$ cat config.mk
export PLATFORM = sky130hd
export DESIGN_NAME = rf_dump_ctrl_flat
export DESIGN_NICKNAME = d
export VERILOG_FILES = /design/src/rtl/rf_dump_ctrl_if.sv /design/src/rtl/rf_dump_ctrl.sv /design/src/flat_wrapper.sv
export SDC_FILE = /design/constraint.sdc
export NUM_CORES = 1
export LEC_CHECK = 0
export CAP_MARGIN = 10
export CORE_MARGIN = 10
export CORE_UTILIZATION = 35
export DETAILED_ROUTE_END_ITERATION = 12
export GPL_ROUTABILITY_DRIVEN = 1
export GPL_TIMING_DRIVEN = 0
export PLACE_DENSITY = 0.7
export SLEW_MARGIN = 40
export SYNTH_ARGS = -nofsm -noshare
export SYNTH_HDL_FRONTEND = slang
export SYNTH_SLANG_ARGS = --single-unit
export TNS_END_PERCENT = 100
$ cat constraint.sdc
create_clock -name clk -period 2.37 [get_ports clk]
set_input_delay 0.237 -clock clk [delete_from_list [all_inputs] [get_ports clk]]
set_output_delay 0.237 -clock clk [all_outputs]
set_load 0.03 [all_outputs]
$ cat src/rtl/rf_dump_ctrl_if.sv
// Bundle between the register-file sequencer and its surroundings: start/mode
// control, the register-file read/write ports and the dump output stream.
interface rf_dump_ctrl_if #(
  parameter int ADDR_W = 5,
  parameter int DATA_W = 32
);
  logic              start;
  logic              mode;
  logic              busy;
  logic              done;
  logic [ADDR_W-1:0] rf_read_reg;
  logic [DATA_W-1:0] rf_read_data;
  logic [ADDR_W-1:0] rf_write_reg;
  logic [DATA_W-1:0] rf_write_data;
  logic              rf_we;
  logic              out_valid;
  logic              out_ready;
  logic [ADDR_W-1:0] out_addr;
  logic [DATA_W-1:0] out_data;

  modport master (
    input  start, mode, rf_read_data, out_ready,
    output busy, done, rf_read_reg, rf_write_reg, rf_write_data, rf_we,
           out_valid, out_addr, out_data
  );

  modport slave (
    output start, mode, rf_read_data, out_ready,
    input  busy, done, rf_read_reg, rf_write_reg, rf_write_data, rf_we,
           out_valid, out_addr, out_data
  );
endinterface

$ cat src/rtl/rf_dump_ctrl.sv
// Debug sequencer that sweeps the core register file: either streams every
// register out over valid/ready, or writes zero into every register.
module rf_dump_ctrl #(
  parameter int ADDR_W = 5,
  parameter int DATA_W = 32,
  parameter int NREGS  = 32
) (
  input  logic              clk,
  input  logic              rst,
  rf_dump_ctrl_if.master    bus
);

  typedef enum logic [2:0] {
    S_IDLE  = 3'd0,
    S_ISSUE = 3'd1,
    S_LATCH = 3'd2,
    S_OUT   = 3'd3,
    S_CLR   = 3'd4,
    S_DONE  = 3'd5
  } state_t;

  localparam logic [ADDR_W-1:0] LAST_IDX  = ADDR_W'(NREGS - 1);
  localparam logic [ADDR_W-1:0] ONE_IDX   = ADDR_W'(1);
  localparam logic [ADDR_W-1:0] ZERO_IDX  = '0;
  localparam logic [DATA_W-1:0] ZERO_DATA = '0;

  state_t            state_r;
  logic [ADDR_W-1:0] idx_r;

  // Sequencer FSM; every output is a register updated alongside the state.
  always_ff @(posedge clk) begin
    if (rst) begin
      state_r           <= S_IDLE;
      idx_r             <= ZERO_IDX;
      bus.busy          <= 1'b0;
      bus.done          <= 1'b0;
      bus.rf_read_reg   <= ZERO_IDX;
      bus.rf_write_reg  <= ZERO_IDX;
      bus.rf_write_data <= ZERO_DATA;
      bus.rf_we         <= 1'b0;
      bus.out_valid     <= 1'b0;
      bus.out_addr      <= ZERO_IDX;
      bus.out_data      <= ZERO_DATA;
    end else begin
      case (state_r)
        S_IDLE: begin
          bus.done <= 1'b0;
          if (bus.start) begin
            idx_r    <= ZERO_IDX;
            bus.busy <= 1'b1;
            if (bus.mode) begin
              state_r           <= S_CLR;
              bus.rf_we         <= 1'b1;
              bus.rf_write_reg  <= ZERO_IDX;
              bus.rf_write_data <= ZERO_DATA;
            end else begin
              state_r         <= S_ISSUE;
              bus.rf_read_reg <= ZERO_IDX;
            end
          end else begin
            state_r <= S_IDLE;
          end
        end

        // Register file latches rf_read_reg at the end of this cycle.
        S_ISSUE: begin
          state_r <= S_LATCH;
        end

        S_LATCH: begin
          bus.out_data  <= bus.rf_read_data;
          bus.out_addr  <= idx_r;
          bus.out_valid <= 1'b1;
          state_r       <= S_OUT;
        end

        // Only this state stalls; the next read is not issued until accepted.
        S_OUT: begin
          if (bus.out_ready) begin
            bus.out_valid <= 1'b0;
            if (idx_r == LAST_IDX) begin
              state_r  <= S_DONE;
              bus.busy <= 1'b0;
              bus.done <= 1'b1;
            end else begin
              idx_r           <= idx_r + ONE_IDX;
              bus.rf_read_reg <= idx_r + ONE_IDX;
              state_r         <= S_ISSUE;
            end
          end else begin
            state_r <= S_OUT;
          end
        end

        S_CLR: begin
          if (idx_r == LAST_IDX) begin
            bus.rf_we <= 1'b0;
            bus.busy  <= 1'b0;
            bus.done  <= 1'b1;
            state_r   <= S_DONE;
          end else begin
            idx_r            <= idx_r + ONE_IDX;
            bus.rf_write_reg <= idx_r + ONE_IDX;
            state_r          <= S_CLR;
          end
        end

        S_DONE: begin
          bus.done <= 1'b0;
          state_r  <= S_IDLE;
        end

        default: begin
          state_r       <= S_IDLE;
          bus.busy      <= 1'b0;
          bus.done      <= 1'b0;
          bus.rf_we     <= 1'b0;
          bus.out_valid <= 1'b0;
        end
      endcase
    end
  end

endmodule

$ cat src/flat_wrapper.sv
// flat-port wrapper written by rule: the top's interface ports become plain ports
module rf_dump_ctrl_flat 
#(
  parameter int ADDR_W = 5,
  parameter int DATA_W = 32,
  parameter int NREGS  = 32
)
  (clk, rst, bus_start, bus_mode, bus_rf_read_data, bus_out_ready, bus_busy, bus_done, bus_rf_read_reg, bus_rf_write_reg, bus_rf_write_data, bus_rf_we, bus_out_valid, bus_out_addr, bus_out_data);
  rf_dump_ctrl_if #(.ADDR_W(ADDR_W), .DATA_W(DATA_W)) bus_i ();
  input  logic clk;
  input  logic rst;
  input wire logic [$bits(bus_i.start)-1:0] bus_start;
  input wire logic [$bits(bus_i.mode)-1:0] bus_mode;
  input wire logic [$bits(bus_i.rf_read_data)-1:0] bus_rf_read_data;
  input wire logic [$bits(bus_i.out_ready)-1:0] bus_out_ready;
  output wire logic [$bits(bus_i.busy)-1:0] bus_busy;
  output wire logic [$bits(bus_i.done)-1:0] bus_done;
  output wire logic [$bits(bus_i.rf_read_reg)-1:0] bus_rf_read_reg;
  output wire logic [$bits(bus_i.rf_write_reg)-1:0] bus_rf_write_reg;
  output wire logic [$bits(bus_i.rf_write_data)-1:0] bus_rf_write_data;
  output wire logic [$bits(bus_i.rf_we)-1:0] bus_rf_we;
  output wire logic [$bits(bus_i.out_valid)-1:0] bus_out_valid;
  output wire logic [$bits(bus_i.out_addr)-1:0] bus_out_addr;
  output wire logic [$bits(bus_i.out_data)-1:0] bus_out_data;
  assign bus_i.start = bus_start;
  assign bus_i.mode = bus_mode;
  assign bus_i.rf_read_data = bus_rf_read_data;
  assign bus_i.out_ready = bus_out_ready;
  assign bus_busy = bus_i.busy;
  assign bus_done = bus_i.done;
  assign bus_rf_read_reg = bus_i.rf_read_reg;
  assign bus_rf_write_reg = bus_i.rf_write_reg;
  assign bus_rf_write_data = bus_i.rf_write_data;
  assign bus_rf_we = bus_i.rf_we;
  assign bus_out_valid = bus_i.out_valid;
  assign bus_out_addr = bus_i.out_addr;
  assign bus_out_data = bus_i.out_data;
  rf_dump_ctrl #(.ADDR_W(ADDR_W), .DATA_W(DATA_W), .NREGS(NREGS)) u_core (.clk(clk), .rst(rst), .bus(bus_i));
endmodule
==> reports/qor.yml, run 1 <==
status:
  outcome: "complete, no violations"
final_layout:
  drive_gt1_share_pct: 13.8
  nNetsFinal: 490
  largest-register: "u_core.bus.out_data"
  syn_to_final_growth_pct: 50.3
  largest_reg_flops: 32
  ant_diodes: 0
  number_of_cells_in_the_finished_layout_apart_from_fillers: 555
worst_setup_path:
  critical_path_buffer_and_inverter_count: 2
  critical_path.slowest_cell: "dfxtp_1"
  critical_path_peak_fanout: 9
  r2r_start: "u_core.idx_r[0]$_SDFFE_PP0P_"
  worst-endpoint-required_ns: 2.63
  r2r-end: "u_core.bus.rf_read_reg[0]$_SDFFE_PP0P_"
  ff2ff_setup_slack_ns: 0.18
  cp_common_cell: "ha_1"
  worst-endpoint-arrival_ns: 2.45
  timing.setup.critical_path_class: "reg -> reg"
  critical_path.endpoint_type: "flop"
  worst_path_largest_cell_delay_ns: 0.39
  setup.worst_path.start_class: "flop"
  timing.critical_path.cells: "ha_1 > and3_1 > ha_1 > buf_6 > and4b_1 > a21oi_1 > a211oi_4 > buf_4 > mux2i_1"
  worstRegToRegCells: 9
  worst_path_dominant_cell_family: "simple AND/OR/NAND/NOR gates"
clock_network:
  sinks_on_clock_net: 59
  cts.clk_slew.worst_paths_ns: 0.07
  cts_tree: "yes"
  hold_buffers: 0
  clkLatencyLatePin_ns: 0.34
  tritoncts.num_buffers: 9
  cts.root.buffer_cell: "clkbuf_8"
  h-tree-depth: 3
  worst_case_clock_buffer_depth: 2
place:
  preCtsSetupSlack_ns: 0.130
  buffer_ports.inserted: 87
  routability_congestion_estimate_from_global_placement: 0.872
  place_hpwl_um: 5770
  place_inst: 538
grt:
  first_global_vias: 2420
  gr-usage-met1_pct: 14.5
  grt_antenna_before_repair: 0
  grt_max_degree: 11
  gr-max-usage-layer: "met2"
  global_route.usage.met3_pct: 5.80
  globalRouteMet2Util_pct: 22.5
  grt_first_pass_wirelength_um: 12200
  track_usage_pct: 13.2
  globalRouteOverflowTotal: 0
die:
  floorplan.die.height_um: 106
  initial_utilization_pct: 36.0
  total_number_of_placement_rows: 31
  fp.dieW_um: 106
  io-pin-count: 120
  fp.coreArea_mm2: 0.00725
  die-area_mm2: 0.0113
logic_synthesis:
  synth_enable_flop_cells: 0
  ys_dominant_reg_cell: "dfxtp_1"
  syn_avg_cell_area_um2: 8.13
  ys_types: 38
  synth_sequential_area_ratio_pct: 45.3
  number_of_warnings_issued_by_yosys: 0
  synth_area_mm2: 0.00261
  synth.area.top_cells: "dfxtp_1, nand2_1, a21oi_1"
  synthTopCellsByCount: "nand2_1, dfxtp_1, a21oi_1"
  synth_seq_cells: 59
  synth_largest_type_area_fraction_pct: 45.3
  synth.most_common_cell: "nand2_1"
  synth_top_area_cell: "dfxtp_1"
  postSynthCellCount: 321
  postSynth.asyncResetShare_pct: 0
timing:
  rsz0062_at_grt: "false"
  fmax_mhz: 457
  min_period_ns: 2.19
  slew_violations: 0
  layout_setup_ws_ns: 0.182
  setup-tns-final_ns: 0
  finalHoldViolCount: 0
  skew_ns: 0.00763
  setup_viol_count_final: 0
  maxSlewHeadroom_pct: 54.6
  min_period_over_period_pct: 92.3
  worst_pin_slew_ns: 0.672
min_path:
  holdCritPathClass: "in -> reg"
  instance_count_along_the_most_critical_hold_path: 3
  min_delay_src: "bus_rf_read_data[6]"
  worstHoldEndpoint: "u_core.bus.out_data[6]$_SDFFE_PP0P_"
run:
  cap_violations: 0
power:
  powerDensity_mw_per_mm2: 619
  leakagePower_nw: 1.51
  worst_ir_drop_vdd_v: 0.000311
drt:
  drt_first_iter_violations: 88
  drc: 0
  post_drt_via_cell_ratio: 4.41
  detail-route-antenna-nets: 0
  drt_first_pass_iters: 5
  routed_wl_um: 7520
  route.detailed.wl_per_inst_um: 13.6
  num_vias: 2446
cells by family (layout without fill, tap and decap cells):
| family | after synthesis | in the layout | synth area share [%] |
|---|---|---|---|
| mux | 5 | 5 | 1.92 |
| simple gates | 134 | 134 | 23.5 |
| other cells | 1 | 32 | 0.144 |
| xor+xnor | 2 | 2 | 0.672 |
| compound gates | 65 | 65 | 14.2 |
| buf+inv | 53 | 157 | 13.3 |
| flops | 59 | 59 | 45.3 |
| fa+ha+maj | 2 | 2 | 0.959 |
tightest hold or removal path: stages:
cell and delay (ns):
clkdlybuf4s50_1 0.40, nand2_1 0.05, a21oi_1 0.05
layout by cell type, fill, tap and decap left out, drive strengths merged, types with 2 or more instances in the layout:
cell / netlist / layout
inv: 2 / 2
conb: 1 / 32
nor4b: 3 / 3
nand3: 6 / 6
buf: 42 / 43
nor3b: 2 / 2
nand2b: 8 / 8
nor2: 9 / 9
nand2: 89 / 89
nand4: 5 / 5
a211oi: 2 / 2
and3b: 2 / 2
nor3: 4 / 4
clkbuf: 9 / 20
dfxtp: 59 / 59
nor2b: 2 / 2
mux2i: 5 / 5
clkdlybuf4s50: 0 / 87
clkinv: 0 / 3
ha: 2 / 2
a21oi: 52 / 52
o21ai: 4 / 4
metal layers:
layer	routed length, um	up-vias
li1	-	1264
met1	3110	1091
met2	3670	82
met3	659	9
met4	81	0
met5	0	-
final cells by class:
| cell class | instances | area (um^2) |
|---|---|---|
| Buffer | 51 | 339 |
| Clock buffer | 11 | 141 |
| Clock inverter | 5 | 52.6 |
| Fill cell | 695 | 3330 |
| Inverter | 2 | 7.51 |
| Multi-Input combinational cell | 240 | 1200 |
| Sequential cell | 59 | 1180 |
| Tap cell | 99 | 124 |
| Timing Repair Buffer | 88 | 878 |
worst max-delay path by stage:
stage	start	to	cells past startpoint	slack, ns
after floorplan	u_core.idx_r[0]$_SDFFE_PP0P_	u_core.bus.rf_read_reg[0]$_SDFFE_PP0P_	8	0.34
after global placement	u_core.idx_r[0]$_SDFFE_PP0P_	u_core.bus.rf_read_reg[4]$_SDFFE_PP0P_	8	0.17
after detailed placement	u_core.idx_r[0]$_SDFFE_PP0P_	u_core.bus.rf_read_reg[0]$_SDFFE_PP0P_	8	0.13
after CTS	u_core.idx_r[0]$_SDFFE_PP0P_	u_core.bus.rf_read_reg[0]$_SDFFE_PP0P_	8	0.08
after global routing	u_core.idx_r[0]$_SDFFE_PP0P_	u_core.bus.rf_read_reg[0]$_SDFFE_PP0P_	9	0.03
final	u_core.idx_r[0]$_SDFFE_PP0P_	u_core.bus.rf_read_reg[0]$_SDFFE_PP0P_	9	0.18
through the flow:
stage	hold slack (ns)	instance area, um^2	util (%)	power (W)
after floorplan	0.373	2730	-	0.00137
after global placement	0.441	3720	51.3	0.00153
after detailed placement	0.444	3720	51.3	0.00153
after CTS	0.420	3910	54.0	0.00245
after global routing	0.444	3920	54.1	0.00254
final	0.438	3920	54.1	0.00243
repair_timing:
| item | CTS | global route |
|---|---|---|
| buffers inserted | 0 | 1 |
| gates resized for setup | 0 | 1 |
| setup endpoints to repair | 0 | 7 |
| hold endpoints to repair | 0 | 0 |
report_power, final:
| part | switching, W | internal, W |
|---|---|---|
| sequential | 0.0000183 | 0.00102 |
| combinational | 0.000275 | 0.000197 |
| clock | 0.000403 | 0.000509 |
| total | 0.000696 | 0.00173 |
(Power assumes the default switching activity.)
==> inputs of run 2 (changes only) <==
--- a/config.mk
+++ b/config.mk
@@ -5,7 +5,6 @@
 export SDC_FILE = /design/constraint.sdc
 export NUM_CORES = 1
 export LEC_CHECK = 0
-export CAP_MARGIN = 10
 export CORE_MARGIN = 10
 export CORE_UTILIZATION = 35
 export DETAILED_ROUTE_END_ITERATION = 12
==> results of run 2 <==
Same layout as run 1: the final DEF is identical, and so are final timing and power.
